===== config.mk =====
export PLATFORM = sky130hd
export DESIGN_NAME = nway_cache_control
export DESIGN_NICKNAME = d
export VERILOG_FILES = /design/src/rtl/cache_types_pkg.sv /design/src/rtl/nway_cache_control_chk.sv /design/src/rtl/plru_tree.sv /design/src/rtl/nway_cache_control.sv
export SDC_FILE = /design/constraint.sdc
export NUM_CORES = 1
export LEC_CHECK = 0
export ABC_AREA = 1
export ABC_CLOCK_PERIOD_IN_PS = 2300
export BUFFER_PORTS_ARGS = -buffer_cell sky130_fd_sc_hd__buf_2
export CORE_ASPECT_RATIO = 0.7
export CORE_MARGIN = 10
export CORE_UTILIZATION = 40
export CTS_BUF_LIST = sky130_fd_sc_hd__clkbuf_8 sky130_fd_sc_hd__clkbuf_16
export CTS_CLUSTER_DIAMETER = 60
export DETAILED_ROUTE_END_ITERATION = 8
export SLEW_MARGIN = 10
export SYNTH_ARGS = -nofsm -noshare
export SYNTH_HDL_FRONTEND = slang
export SYNTH_SLANG_ARGS = --single-unit

===== constraint.sdc =====
create_clock -name clk -period 2.3 [get_ports clk]
set_input_delay 0.345 -clock clk [delete_from_list [all_inputs] [get_ports clk]]
set_output_delay 0.345 -clock clk [all_outputs]
set_load 0.01 [all_outputs]

===== src/rtl/cache_types_pkg.sv =====
// Shared types and select encodings for the N-way cache controller.
package cache_types_pkg;

  typedef enum logic [1:0] {
    CHECK     = 2'd0,
    WRITEBACK = 2'd1,
    FILL      = 2'd2
  } state_e;

  typedef enum logic [1:0] {
    WE_NONE = 2'b00,
    WE_PMEM = 2'b01,
    WE_CPU  = 2'b10
  } we_mode_e;

  localparam logic ADDR_SEL_WB  = 1'b0;
  localparam logic ADDR_SEL_CPU = 1'b1;
  localparam logic DIN_SEL_PMEM = 1'b0;
  localparam logic DIN_SEL_CPU  = 1'b1;

endpackage


===== src/rtl/nway_cache_control_chk.sv =====
// Protocol checker for the cache controller: hit uniqueness and pmem/CPU handshakes.
module nway_cache_control_chk
  import cache_types_pkg::*;
#(
  parameter int WAYS = 4
) (
  input logic            clk,
  input logic            rst,
  input state_e          state,
  input logic            mem_read,
  input logic            mem_write,
  input logic [WAYS-1:0] hit_vec,
  input logic            mem_resp,
  input logic            pmem_read,
  input logic            pmem_write
);

  always @(posedge clk) begin
    if (!rst) begin
      if (state == CHECK && (mem_read || mem_write)) begin
        assert ($onehot0(hit_vec)) else $error("multi-hot hit_vec %b", hit_vec);
      end
      assert (!(pmem_read && pmem_write)) else $error("pmem_read and pmem_write both high");
      assert (!mem_resp || state == CHECK) else $error("mem_resp outside CHECK");
    end
  end

endmodule


===== src/rtl/plru_tree.sv =====
// Per-set tree pseudo-LRU: heap-ordered node bits, node 0 is the root,
// a 0 bit points the victim search at the lower half.
module plru_tree #(
  parameter  int WAYS    = 4,
  parameter  int S_INDEX = 3,
  localparam int W_IDX   = $clog2(WAYS)
) (
  input  logic               clk,
  input  logic               rst,
  input  logic [S_INDEX-1:0] rd_set,
  output logic [W_IDX-1:0]   victim,
  input  logic               upd_en,
  input  logic [S_INDEX-1:0] upd_set,
  input  logic [W_IDX-1:0]   upd_way
);

  localparam int NUM_SETS = 2**S_INDEX;
  localparam int NODES    = WAYS - 1;

  logic [NODES-1:0] bits_q [NUM_SETS];
  logic [NODES-1:0] bits_d [NUM_SETS];
  logic [NODES-1:0] upd_bits_s;

  // Victim search: follow each node's pointer from the root down to a leaf.
  always_comb begin
    int               node_s;
    logic [NODES-1:0] cur_s;
    cur_s  = bits_q[rd_set];
    node_s = 0;
    victim = '0;
    for (int lvl = 0; lvl < W_IDX; lvl++) begin
      victim[W_IDX-1-lvl] = cur_s[node_s];
      node_s = 2*node_s + 1 + int'(cur_s[node_s]);
    end
  end

  // Touch: every node on the accessed way's path is turned away from it.
  always_comb begin
    int node_s;
    upd_bits_s = bits_q[upd_set];
    node_s     = 0;
    for (int lvl = 0; lvl < W_IDX; lvl++) begin
      upd_bits_s[node_s] = ~upd_way[W_IDX-1-lvl];
      node_s = 2*node_s + 1 + int'(upd_way[W_IDX-1-lvl]);
    end
  end

  always_comb begin
    bits_d = bits_q;
    if (upd_en) bits_d[upd_set] = upd_bits_s;
    else        bits_d[upd_set] = bits_q[upd_set];
  end

  always_ff @(posedge clk) begin
    if (rst) bits_q <= '{default: '0};
    else     bits_q <= bits_d;
  end

endmodule


===== src/rtl/nway_cache_control.sv =====
// Control FSM for an N-way write-back, write-allocate cache with tree PLRU.
// Optional hit/miss/writeback counters when CACHE_PERF_CNT_EN is defined.
module nway_cache_control
  import cache_types_pkg::*;
#(
  parameter  int WAYS    = 4,
  parameter  int S_INDEX = 3,
  localparam int W_IDX   = $clog2(WAYS)
) (
  input  logic               clk,
  input  logic               rst,
  input  logic               mem_read,
  input  logic               mem_write,
  output logic               mem_resp,
  input  logic [S_INDEX-1:0] set_idx,
  input  logic [WAYS-1:0]    hit_vec,
  input  logic [WAYS-1:0]    valid_vec,
  input  logic [WAYS-1:0]    dirty_vec,
  input  logic               pmem_resp,
  output logic               pmem_read,
  output logic               pmem_write,
  output logic               pmem_addr_sel,
  output logic               data_in_sel,
  output logic [W_IDX-1:0]   way_sel,
  output logic [WAYS-1:0]    data_we,
  output logic [1:0]         data_we_mode,
  output logic [WAYS-1:0]    ld_tag,
  output logic [WAYS-1:0]    ld_valid,
  output logic [WAYS-1:0]    ld_dirty,
  output logic               valid_in,
  output logic               dirty_in
`ifdef CACHE_PERF_CNT_EN
  ,
  output logic [31:0]        hit_count,
  output logic [31:0]        miss_count,
  output logic [31:0]        wb_count
`endif
);

  state_e           state_q, state_d;
  logic [W_IDX-1:0] victim_q, victim_d;
  logic [W_IDX-1:0] hit_way_s, inv_way_s, plru_victim_s, miss_way_s;
  logic             req_s, hit_s, plru_upd_s;
  we_mode_e         we_mode_s;

  function automatic logic [WAYS-1:0] way_onehot(input logic [W_IDX-1:0] w);
    way_onehot = WAYS'(1) << w;
  endfunction

  plru_tree #(.WAYS(WAYS), .S_INDEX(S_INDEX)) u_plru (
    .clk     (clk),
    .rst     (rst),
    .rd_set  (set_idx),
    .victim  (plru_victim_s),
    .upd_en  (plru_upd_s),
    .upd_set (set_idx),
    .upd_way (hit_way_s)
  );

  // Lowest-index hit and lowest-index invalid way.
  always_comb begin
    hit_way_s = '0;
    inv_way_s = '0;
    for (int w = WAYS-1; w >= 0; w--) begin
      hit_way_s = hit_vec[w]    ? W_IDX'(w) : hit_way_s;
      inv_way_s = !valid_vec[w] ? W_IDX'(w) : inv_way_s;
    end
  end

  assign req_s        = mem_read | mem_write;
  assign hit_s        = |hit_vec;
  assign miss_way_s   = (&valid_vec) ? plru_victim_s : inv_way_s;
  assign data_we_mode = we_mode_s;

  always_comb begin
    state_d       = state_q;
    victim_d      = victim_q;
    mem_resp      = 1'b0;
    pmem_read     = 1'b0;
    pmem_write    = 1'b0;
    pmem_addr_sel = ADDR_SEL_CPU;
    data_in_sel   = DIN_SEL_CPU;
    way_sel       = '0;
    data_we       = '0;
    we_mode_s     = WE_NONE;
    ld_tag        = '0;
    ld_valid      = '0;
    ld_dirty      = '0;
    valid_in      = 1'b0;
    dirty_in      = 1'b0;
    plru_upd_s    = 1'b0;
    case (state_q)
      CHECK: begin
        if (req_s && hit_s) begin
          way_sel    = hit_way_s;
          mem_resp   = 1'b1;
          plru_upd_s = 1'b1;
          if (mem_write) begin
            data_we   = way_onehot(hit_way_s);
            we_mode_s = WE_CPU;
            ld_dirty  = way_onehot(hit_way_s);
            dirty_in  = 1'b1;
          end else begin
            data_we   = '0;
          end
        end else if (req_s) begin
          // The victim is frozen here so later valid/dirty changes cannot move it.
          victim_d = miss_way_s;
          way_sel  = miss_way_s;
          state_d  = dirty_vec[miss_way_s] ? WRITEBACK : FILL;
        end else begin
          state_d = CHECK;
        end
      end
      WRITEBACK: begin
        pmem_write    = 1'b1;
        pmem_addr_sel = ADDR_SEL_WB;
        way_sel       = victim_q;
        if (pmem_resp) begin
          ld_dirty = way_onehot(victim_q);
          state_d  = FILL;
        end else begin
          state_d  = WRITEBACK;
        end
      end
      FILL: begin
        pmem_read   = 1'b1;
        data_in_sel = DIN_SEL_PMEM;
        way_sel     = victim_q;
        if (pmem_resp) begin
          data_we   = way_onehot(victim_q);
          we_mode_s = WE_PMEM;
          ld_tag    = way_onehot(victim_q);
          ld_valid  = way_onehot(victim_q);
          ld_dirty  = way_onehot(victim_q);
          valid_in  = 1'b1;
          state_d   = CHECK;
        end else begin
          state_d   = FILL;
        end
      end
      default: state_d = CHECK;
    endcase
  end

  always_ff @(posedge clk) begin
    if (rst) begin
      state_q  <= CHECK;
      victim_q <= '0;
    end else begin
      state_q  <= state_d;
      victim_q <= victim_d;
    end
  end

`ifdef CACHE_PERF_CNT_EN
  logic [31:0] hit_cnt_q, hit_cnt_d, miss_cnt_q, miss_cnt_d, wb_cnt_q, wb_cnt_d;

  always_comb begin
    hit_cnt_d  = hit_cnt_q;
    miss_cnt_d = miss_cnt_q;
    wb_cnt_d   = wb_cnt_q;
    if (mem_resp && hit_cnt_q != 32'hFFFF_FFFF) hit_cnt_d = hit_cnt_q + 32'd1;
    else hit_cnt_d = hit_cnt_q;
    if (state_q == CHECK && state_d != CHECK && miss_cnt_q != 32'hFFFF_FFFF) miss_cnt_d = miss_cnt_q + 32'd1;
    else miss_cnt_d = miss_cnt_q;
    if (state_q == WRITEBACK && pmem_resp && wb_cnt_q != 32'hFFFF_FFFF) wb_cnt_d = wb_cnt_q + 32'd1;
    else wb_cnt_d = wb_cnt_q;
  end

  always_ff @(posedge clk) begin
    if (rst) begin
      hit_cnt_q  <= 32'd0;
      miss_cnt_q <= 32'd0;
      wb_cnt_q   <= 32'd0;
    end else begin
      hit_cnt_q  <= hit_cnt_d;
      miss_cnt_q <= miss_cnt_d;
      wb_cnt_q   <= wb_cnt_d;
    end
  end

  assign hit_count  = hit_cnt_q;
  assign miss_count = miss_cnt_q;
  assign wb_count   = wb_cnt_q;
`endif

  nway_cache_control_chk #(.WAYS(WAYS)) u_chk (
    .clk        (clk),
    .rst        (rst),
    .state      (state_q),
    .mem_read   (mem_read),
    .mem_write  (mem_write),
    .hit_vec    (hit_vec),
    .mem_resp   (mem_resp),
    .pmem_read  (pmem_read),
    .pmem_write (pmem_write)
  );

endmodule


==> results of run 1 <==
synthesized netlist by cell type:
library cell / count
o21ai_2: 1
nand2_2: 3
dfxtp_1: 28
nor2_1: 14
clkbuf_8: 1
nand3_4: 1
a22oi_1: 1
inv_1: 74
ha_1: 4
nand2_4: 1
nand4_1: 4
nand3_1: 24
buf_6: 4
o21ai_0: 35
a21oi_1: 33
clkbuf_1: 5
nor3_1: 2
a21oi_2: 2
clkinv_1: 2
buf_4: 5
inv_2: 3
nand2_1: 88
o21bai_1: 1
o22ai_1: 1
inv_8: 1
sequential cells by signal, indices dropped and copies added (netlist names):
signal,count
u_plru.bits_q,24
victim_q,2
state_q,2
worst min path at each step:
stage,start,end,slack [ns],cells after the start
final,state_q[1]$_SDFFE_PP0N_,state_q[1]$_SDFFE_PP0N_,0.51,2
after global routing,state_q[0]$_SDFFE_PP0N_,state_q[0]$_SDFFE_PP0N_,0.53,2
after global placement,state_q[0]$_SDFFE_PP0N_,state_q[0]$_SDFFE_PP0N_,0.50,2
after floorplan,state_q[1]$_SDFFE_PP0N_,state_q[1]$_SDFFE_PP0N_,0.49,2
after detailed placement,state_q[1]$_SDFFE_PP0N_,state_q[1]$_SDFFE_PP0N_,0.51,2
after CTS,hit_vec[3],victim_q[1]$_SDFFE_PP0P_,0.52,5
per-layer routing:
layer	vias to the layer above	global-route usage [%]	part of all wire, %
li1	1118	-	-
met1	887	19.1	54
met2	45	18.5	39
met3	2	2.42	6.2
met4	0	1.64	0.28
met5	-	0	0
cell families after synthesis:
| kind of cell | count (synthesis) | synth area share, % |
|---|---|---|
| fa+ha+maj | 4 | 2.49 |
| compound gates | 74 | 19.3 |
| flops | 28 | 27.9 |
| buf+inv | 95 | 21.1 |
| simple gates | 137 | 29.2 |
worst register-to-register path, cell delays in order, from the launching register on:
cell	delay, ns
dfxtp_2	0.37
inv_1	0.07
ha_1	0.24
o21ai_2	0.12
inv_2	0.10
nand2_2	0.13
inv_2	0.10
nand2_1	0.07
nand2_1	0.22
o21ai_0	0.24
inv_1	0.05
cell type report:
type	count	area share [%]
Clock buffer	3	1.79
Sequential cell	28	24.4
Inverter	80	13.4
Tap cell	69	3.75
Multi-Input combinational cell	215	44.6
Clock inverter	1	1.30
Timing Repair Buffer	48	10.7
power by group through the flow:
stage | Clock, W | Combinational [W] | Sequential [W]
after global placement | 0 | 0.000409 | 0.000547
after detailed placement | 0 | 0.000411 | 0.000547
after global routing | 0.000421 | 0.000471 | 0.000541
after CTS | 0.000399 | 0.000413 | 0.000535
final | 0.000390 | 0.000416 | 0.000537
after floorplan | 0 | 0.000280 | 0.000540
through the flow:
stage | util [%] | instances
floorplan | - | 338
global route | 47.9 | 444
global placement | 46.2 | 440
CTS | 47.7 | 444
detailed placement | 46.2 | 440
finish | 47.9 | 444
repair_timing:
action	4_1_cts	5_1_grt
resized for setup	0	7
endpoints found under the setup margin	0	5
endpoints found under the hold margin	0	0
==> key figures, run 1 <==
Setup path
  • Reg2reg start: state_q[0]$_SDFFE_PP0N_
  • Worst Setup EP: way_sel[0]
  • Top Family by Delay on Critical Path: simple AND/OR/NAND/NOR gates
  • Crit-path most repeated cell: nand2_1
  • CP max stage cell: dfxtp_1
  • Slowest Stage Delay on Critical Path: ~0.32 ns
  • Crit path buffers/inverters: 3
  • Arrival @ worst endpoint: between 1.5 and 2 ns
  • Worst Path Max Fanout: 5
  • CP Depth: 13
  • CP Capture Type: primary output
  • R2r endpoint: u_plru.bits_q[11]$_SDFFE_PP0P_
  • Reg2Reg Setup Slack: 0.51 ns
  • CP startpoint: u_plru.bits_q[21]$_SDFFE_PP0P_
  • CP required: ~2.0 ns
  • Crit-path cells: inv_1, o21ai_0, nand2_1, nand2_1, nand2_1, nand2_1, inv_1, nand2_2, nand3_4, nand2_4, nand2_1, a21oi_1, buf_2
  • CP Class: reg -> out
  • R2R depth: 10
  • CP Launch Type: register

Clock tree
  • CTS tree: done
  • Clock tree buffer depth: 2
  • Clk_lat worst skew: about 0.28 ns
  • H-tree depth: 1
  • Clk slew on worst S/H paths: around 0.10 ns
  • Root buffer cell: clkbuf_8
  • CTS buffer count: 3
  • Hold_buf cts: 0
  • # clock sinks: 28
  • Number of setup buffers added after CTS: 0

Die
  • Die outline area: roughly 8300 sq um
  • Row cnt: 21
  • Starting density of the core: 41.7%
  • Die width: about 100 um
  • IO Pins: 47
  • Die Span Y: around 79 um
  • Core box area: 4810 sq um

Timing
  • Slew @ Worst Pin: roughly 0.53 ns
  • Slew Viols, Final: 0
  • Relative slew slack: 64.8%
  • Setup ws final: around 0.18 ns
  • Fmax: 0.471 GHz
  • WHS: 0.507 ns
  • Final period util: between 90% and 100%
  • Skew final: between 0.005 and 0.006 ns
  • Setup TNS: 0 ns
  • # setup viols final: 0
  • Hold Vio Cnt, Final: 0
  • Final period demand of the worst path: between 2 and 2.5 ns
  • RSZ-0062 raised after global routing: no

Yosys
  • Yosys reg bits: 28
  • Mapped cell area: between 2000 and 2500 sq um
  • Post-Syn Area per Cell: ~5.9 sq um
  • Post-synthesis cell count: 338
  • Largest cells by area after synthesis: dfxtp_1 (28%), nand2_1 (16%), inv_1 (14%), o21ai_0 (8.7%), a21oi_1 (8.2%)
  • Yosys top cell by area: dfxtp_1
  • Yosys warning count: 0
  • Top cell type's share of synthesized area: roughly 28%
  • Sequential area share after synthesis: between 20% and 30%
  • Yosys cell types: 25
  • Syn_nets: around 360

Drt
  • Final WL: between 5 and 6 mm
  • Routed wire length per instance: roughly 12 um
  • Detailed-route DRC error count: 0
  • DR pass1 iterations: 4
  • Antenna-violating nets left: 0
  • Vias post-DR: 2052
  • Vias/cell: approximately 4.6
  • DR iter-0 viols: between 100 and 150

Power
  • Pleak: roughly 1.3 nW
  • Switching share of power: 34.4%
  • Total power: 0.00134 W
  • Seq pwr share: 40.0%
  • Cell Pwr Density: about 580 nW/um^2
  • P_int: between 0.0008 and 0.0009 W
  • Clock power frac: 29.0%
  • Gate power share: between 30 and 40%
  • Worst vdd ir: between 0.0002 and 0.0003 V
  • Switch Pwr: between 0.0004 and 0.0005 W

Finish
  • Final instance area: 2300 sq um
  • # fillers: between 500 and 600
  • Proportion of layout cells with a drive suffix above 1: a little under a fifth
  • Most common cell after layout, fill and taps aside: nand2_1
  • Register area: between 500 and 600 sq um
  • Nets@finish: 400
  • Ant diodes: 0
  • Most frequent cells in the layout: nand2_1 (87), inv_1 (73), buf_2 (45)
  • Multi-input logic area: around 1000 sq um
  • Area grow syn2layout: 14.8%

Global routing
  • GRT Residual Overflow: 0
  • Number of global-route vias before repair: around 1800
  • All-Layer GR Usage: roughly an eighth
  • Initial antenna violation count: 0
  • First-pass GRT wire length: around 9 mm
  • Pin count of the biggest net entering global routing: 28

Place
  • Placed inst area: around 2200 sq um
  • Number of port buffers: 46
  • Gpl congestion: just over 0.8
  • Pre-CTS setup slack: ~0.14 ns
  • Detailed Place HPWL: around 4.3 mm

Status
  • Status: finished, final reports clean

Job
  • Max-cap viol count: 0

Worst hold path
  • HP Class: reg -> reg
No activity file was read; power rests on OpenSTA's default activity.
==> run 2: changes to the inputs <==
--- a/config.mk
+++ b/config.mk
@@ -9,7 +9,6 @@
 export ABC_CLOCK_PERIOD_IN_PS = 2300
 export BUFFER_PORTS_ARGS = -buffer_cell sky130_fd_sc_hd__buf_2
 export CORE_ASPECT_RATIO = 0.7
-export CORE_MARGIN = 10
 export CORE_UTILIZATION = 40
 export CTS_BUF_LIST = sky130_fd_sc_hd__clkbuf_8 sky130_fd_sc_hd__clkbuf_16
 export CTS_CLUSTER_DIAMETER = 60
==> run 2 against run 1 <==
Effect of this change:
- clock-buffer cell count did not move
- power rose by 0.65%
- worst setup slack got worse by 0.012 ns
- register-to-register slack got worse by 0.04 ns
- final area rose by 0.11%
- sequential power barely moved
- critical path type unchanged
==> key figures, run 2 (synthesis gave the netlist of run 1 again) <==
Status
  • Status: finished, final reports clean

Setup path
  • Crit-path cells: inv_1, ha_2, o21ai_2, inv_2, nand2_2, nor2_2, nand3_1, a21oi_1, buf_2
  • Arrival @ worst endpoint: roughly 1.8 ns
  • Reg2reg start: state_q[0]$_SDFFE_PP0N_
  • CP max stage cell: dfxtp_1
  • Slowest Stage Delay on Critical Path: between 0.3 and 0.4 ns
  • Worst Path Max Fanout: 5
  • CP required: 1.96 ns
  • CP Capture Type: primary output
  • CP startpoint: state_q[0]$_SDFFE_PP0N_
  • CP Launch Type: register
  • Crit path buffers/inverters: 3
  • CP Class: reg -> out
  • Top Family by Delay on Critical Path: flip-flops

Finish
  • Final instance area: around 2300 sq um
  • Proportion of layout cells with a drive suffix above 1: 18.4%
  • Non-filler cells, final: between 400 and 500
  • Ant diodes: 0
  • Largest register FFs: 24
  • Top flop regs: u_plru.bits_q: 24 flops, state_q: 2 flops, victim_q: 2 flops
  • Most frequent cells in the layout: nand2_1 (86), inv_1 (73), buf_2 (45)
  • Most common cell after layout, fill and taps aside: nand2_1
  • Top reg by flops: u_plru.bits_q
  • Nets@finish: 400
  • Area grow syn2layout: 15.0%
  • Finished Core Util: a little under half

Drt
  • Detailed-route DRC error count: 0
  • DR pass1 iterations: 5
  • Antenna-violating nets left: 0
  • Vias post-DR: around 2100
  • Vias/cell: 4.63
  • Final WL: around 5 mm
  • DR iter-0 viols: around 190
  • Routed wire length per instance: between 10 and 15 um

Timing
  • Slew @ Worst Pin: between 0.5 and 0.6 ns
  • RSZ-0062 raised after global routing: no
  • # setup viols final: 0
  • Relative slew slack: ~65%
  • Slew Viols, Final: 0
  • Hold Vio Cnt, Final: 0
  • Final period demand of the worst path: 2.14 ns
  • Setup TNS: 0 ns
  • Fmax: around 0.47 GHz
  • Skew final: around 0.0020 ns
  • Final period util: slightly above 90%

Die
  • Die width: approximately 87 um
  • Row cnt: 21
  • Starting density of the core: a little over two fifths
  • Die outline area: ~5300 sq um
  • IO Pins: 47
  • Die Span Y: slightly above 60 um
  • Core box area: about 4800 sq um

Place
  • Placed inst area: 2220 sq um
  • Detailed Place HPWL: 3.77 mm
  • Gpl congestion: 0.869
  • Dpl cells: 440
  • Number of port buffers: 46

Global routing
  • Routing usage on met2: roughly a quarter
  • Pin count of the biggest net entering global routing: 28
  • Met3 GRT Util: roughly 3.6%
  • Initial antenna violation count: 0
  • GRT Residual Overflow: 0
  • First-pass GRT wire length: 7.86 mm
  • GR Util met1: 33.8%
  • Number of global-route vias before repair: 1545
  • Most Crowded Layer GR: met1
  • All-Layer GR Usage: about a fifth

Worst hold path
  • HP Class: in -> reg
  • Hold_sp: rst

Clock tree
  • Root buffer cell: clkbuf_8
  • CTS tree: done
  • # clock sinks: 28
  • Clk_lat worst skew: ~0.28 ns
  • Clock tree buffer depth: 2
  • Number of setup buffers added after CTS: 0
  • Clk slew on worst S/H paths: ~0.10 ns
  • CTS buffer count: 3
  • H-tree depth: 1

Job
  • Max-cap viol count: 0

Power
  • Pleak: ~1.3 nW
  • Worst vdd ir: around 0.00032 V
  • Total power: 0.00135 W
  • Cell Pwr Density: 586 nW/um^2
-- run 2: final cells by class --
| cell class | instances | area, sq um |
|---|---|---|
| timing repair buffer | 48 | 248 |
| tap | 69 | 86.3 |
| sequential | 28 | 561 |
| multi-input combinational | 215 | 1030 |
| fill | 531 | 2500 |
| clock buffer | 3 | 41.3 |
| inverter | 80 | 308 |
| clock inverter | 1 | 30.0 |
-- run 2: final timing paths --
check / endpoint / slack [ns] / depth (start not counted)
max: ld_dirty[1] / 0.16 / 9
min: state_q[1]$_SDFFE_PP0N_ / 0.53 / 2
max reg2reg: u_plru.bits_q[5]$_SDFFE_PP0P_ / 0.47 / 10
min reg2reg: state_q[0]$_SDFFE_PP0N_ / 0.53 / 2
-- run 2: worst register-to-register path: cells and delay by family, from the launching register on --
kind	cells	cell delay, ns
simple gates	3	0.43
flops	1	0.40
compound gates	2	0.35
buf+inv	4	0.34
fa+ha+maj	1	0.21
-- run 2: stage by stage --
step	setup slack [ns]	hold WS, ns
after global placement	0.154	0.508
after global routing	0.0110	0.558
after detailed placement	0.125	0.513
final	0.164	0.529
after CTS	0.0310	0.520
after floorplan	0.487	0.489
-- run 2: metal layers --
layer  share of wire (%)  up-vias
met1                  60      886
met5                   0        -
met3                 4.4        0
met2                  36       53
li1                    -     1116
met4                   0        0
-- run 2: timing repair --
item	CTS	global route
setup endpoints to repair	0	5
resized for setup	0	6
hold buffers	0	0
-- run 2: report_power, final --
group,leakage (nW),internal (W),switching (W)
clock,0.0357,0.000233,0.000167
combinational,1.03,0.000134,0.000280
sequential,0.229,0.000515,0.0000222
==> run 3: changes to the inputs <==
--- a/config.mk
+++ b/config.mk
@@ -9,10 +9,11 @@
 export ABC_CLOCK_PERIOD_IN_PS = 2300
 export BUFFER_PORTS_ARGS = -buffer_cell sky130_fd_sc_hd__buf_2
 export CORE_ASPECT_RATIO = 0.7
-export CORE_UTILIZATION = 40
+export CORE_UTILIZATION = 45
 export CTS_BUF_LIST = sky130_fd_sc_hd__clkbuf_8 sky130_fd_sc_hd__clkbuf_16
 export CTS_CLUSTER_DIAMETER = 60
 export DETAILED_ROUTE_END_ITERATION = 8
+export PLACE_DENSITY = 0.69
 export SLEW_MARGIN = 10
 export SYNTH_ARGS = -nofsm -noshare
 export SYNTH_HDL_FRONTEND = slang
==> run 3 against run 2 <==
Effect of this change:
- combinational power is essentially flat
- final area shrank 0.92%
- worst hold slack lost 0.018 ns
- final cell count shrank 3.8%
- clock power shrank 2%
- sequential power is essentially flat
- first-iteration DRC count shrank 12%
- sequential cell count is the same
- non-clock buffer count is the same
- global-route usage grew 2.5 points
- sequential share of layout area grew 0.34 points
- critical endpoint is now way_sel[0]
- largest cell class unchanged
- highest routed layer is now met4
==> key figures, run 3 (synthesis gave the netlist of run 1 again) <==
Power
  • Seq pwr share: roughly two fifths
  • Switch Pwr: approximately 0.00046 W
  • Pleak: between 1 and 1.5 nW
  • Worst vdd ir: ~0.00038 V
  • Gate power share: 30.8%
  • Clock power frac: slightly below 30%
  • P_int: 0.000882 W
  • Switching share of power: 34.5%
  • Cell Pwr Density: between 500 and 600 nW/um^2

Die
  • Row cnt: 19
  • Die Span Y: a little under 60 um
  • Starting density of the core: between 40% and 50%
  • Core box area: between 4000 and 5000 sq um
  • Die outline area: between 4000 and 5000 sq um
  • IO Pins: 47
  • Die width: roughly 80 um

Setup path
  • CP Class: reg -> out
  • Worst Path Max Fanout: 8
  • Slowest Stage Delay on Critical Path: between 0.3 and 0.4 ns
  • CP max stage cell: dfxtp_2
  • Crit-path cells: inv_1, ha_1, o21ai_2, inv_2, nand2_2, inv_2, a22oi_1, a21oi_1, buf_2
  • CP Capture Type: primary output
  • CP Launch Type: register
  • Arrival @ worst endpoint: about 1.8 ns
  • CP required: 1.96 ns
  • Crit-path most repeated cell: inv_2

Finish
  • Finished Core Util: 55.9%
  • # fillers: roughly 450
  • Most common cell after layout, fill and taps aside: nand2_1
  • Top reg by flops: u_plru.bits_q
  • Ant diodes: 0
  • Most frequent cells in the layout: nand2_1 (86), inv_1 (73), buf_2 (45)
  • Area grow syn2layout: 13.9%
  • Top flop regs: u_plru.bits_q: 24 flops, state_q: 2 flops, victim_q: 2 flops
  • Multi-input logic area: 1030 sq um
  • Register area: between 500 and 600 sq um
  • Proportion of layout cells with a drive suffix above 1: roughly a fifth
  • Nets@finish: 400
  • Largest register FFs: 24

Clock tree
  • Clk_lat worst skew: roughly 0.28 ns
  • Hold_buf cts: 0
  • CTS buffer count: 3
  • H-tree depth: 1
  • Clk slew on worst S/H paths: ~0.1 ns
  • CTS tree: done
  • Root buffer cell: clkbuf_8
  • Clock tree buffer depth: 2
  • # clock sinks: 28

Worst hold path
  • HP Class: reg -> reg

Place
  • Detailed Place HPWL: around 3.7 mm
  • Number of port buffers: 46
  • Gpl congestion: approximately 0.84

Drt
  • Vias/cell: about 5.0
  • Final WL: ~5 mm
  • Detailed-route DRC error count: 0
  • Routed wire length per instance: 11.5 um
  • Vias post-DR: ~2100
  • Antenna-violating nets left: 0
  • DR iter-0 viols: about 170
  • DR pass1 iterations: 7

Timing
  • Slew Viols, Final: 0
  • Setup TNS: 0 ns
  • # setup viols final: 0
  • Relative slew slack: 65.6%
  • Fmax: 0.468 GHz
  • Final period demand of the worst path: 2.14 ns
  • Skew final: 0.00719 ns
  • Slew @ Worst Pin: 0.516 ns
  • RSZ-0062 raised after global routing: no
  • Final period util: between 90 and 100%
  • Hold Vio Cnt, Final: 0

Status
  • Status: finished, final reports clean

Global routing
  • Number of global-route vias before repair: approximately 1700
  • GRT Residual Overflow: 0
  • Pin count of the biggest net entering global routing: 28
  • All-Layer GR Usage: about 22%
  • First-pass GRT wire length: 7.99 mm
  • Initial antenna violation count: 0

Job
  • Max-cap viol count: 0
run 3: critical path, delay by kind of cell (launching register included):
kind / cells / cell delay (ns)
buffers and inverters: 4 / 0.42
adders and majority gates: 1 / 0.25
and+or+nand+nor: 1 / 0.13
DFF: 1 / 0.38
AOI/OAI and AO/OA: 3 / 0.35
run 3: cell type report:
| cell class | count | share of cell area, % |
|---|---|---|
| Multi-Input combinational cell | 215 | 45.1 |
| Sequential cell | 28 | 24.6 |
| Inverter | 80 | 13.5 |
| Timing Repair Buffer | 48 | 10.8 |
| Tap cell | 52 | 2.85 |
| Clock buffer | 3 | 1.81 |
| Clock inverter | 1 | 1.31 |
run 3: stage by stage:
stage | setup slack, ns | power (W) | hold slack [ns] | cell area (sq um) | std cells
after floorplan | 0.487 | 0.000819 | 0.489 | 2010 | 338
after global placement | 0.176 | 0.000947 | 0.506 | 2200 | 423
after detailed placement | 0.134 | 0.000949 | 0.517 | 2200 | 423
after CTS | 0.0408 | 0.00134 | 0.512 | 2270 | 427
after global routing | 0.0117 | 0.00143 | 0.524 | 2290 | 427
final | 0.161 | 0.00135 | 0.511 | 2290 | 427
run 3: metal layers:
| layer | up-vias | track usage, % | routed length, um |
|---|---|---|---|
| met5 | - | 0 | 0 |
| met4 | 0 | 1.50 | 12 |
| met3 | 4 | 5.98 | 406 |
| met2 | 80 | 29.5 | 1920 |
| met1 | 927 | 35.3 | 2570 |
| li1 | 1117 | - | - |
run 3: power groups by stage:
stage	clock network, W	logic, W	registers, W
after floorplan	0	0.000280	0.000540
after global placement	0	0.000401	0.000546
after detailed placement	0	0.000403	0.000547
after CTS	0.000398	0.000405	0.000535
after global routing	0.000425	0.000467	0.000541
final	0.000394	0.000415	0.000537
run 3: timing repair:
action / CTS / global route
buffers inserted: 0 / 0
resized for setup: 0 / 7
endpoints found under the setup margin: 0 / 6
run 3: path summary, 6_finish.rpt:
path | startpoint | endpoint | slack, ns | cells after the start
worst max-delay path | state_q[0]$_SDFFE_PP0N_ | way_sel[0] | 0.16 | 9
worst min-delay path | state_q[1]$_SDFFE_PP0N_ | state_q[1]$_SDFFE_PP0N_ | 0.51 | 2
worst max register to register | state_q[0]$_SDFFE_PP0N_ | u_plru.bits_q[23]$_SDFFE_PP0P_ | 0.45 | 10
worst min register to register | state_q[1]$_SDFFE_PP0N_ | state_q[1]$_SDFFE_PP0N_ | 0.51 | 2
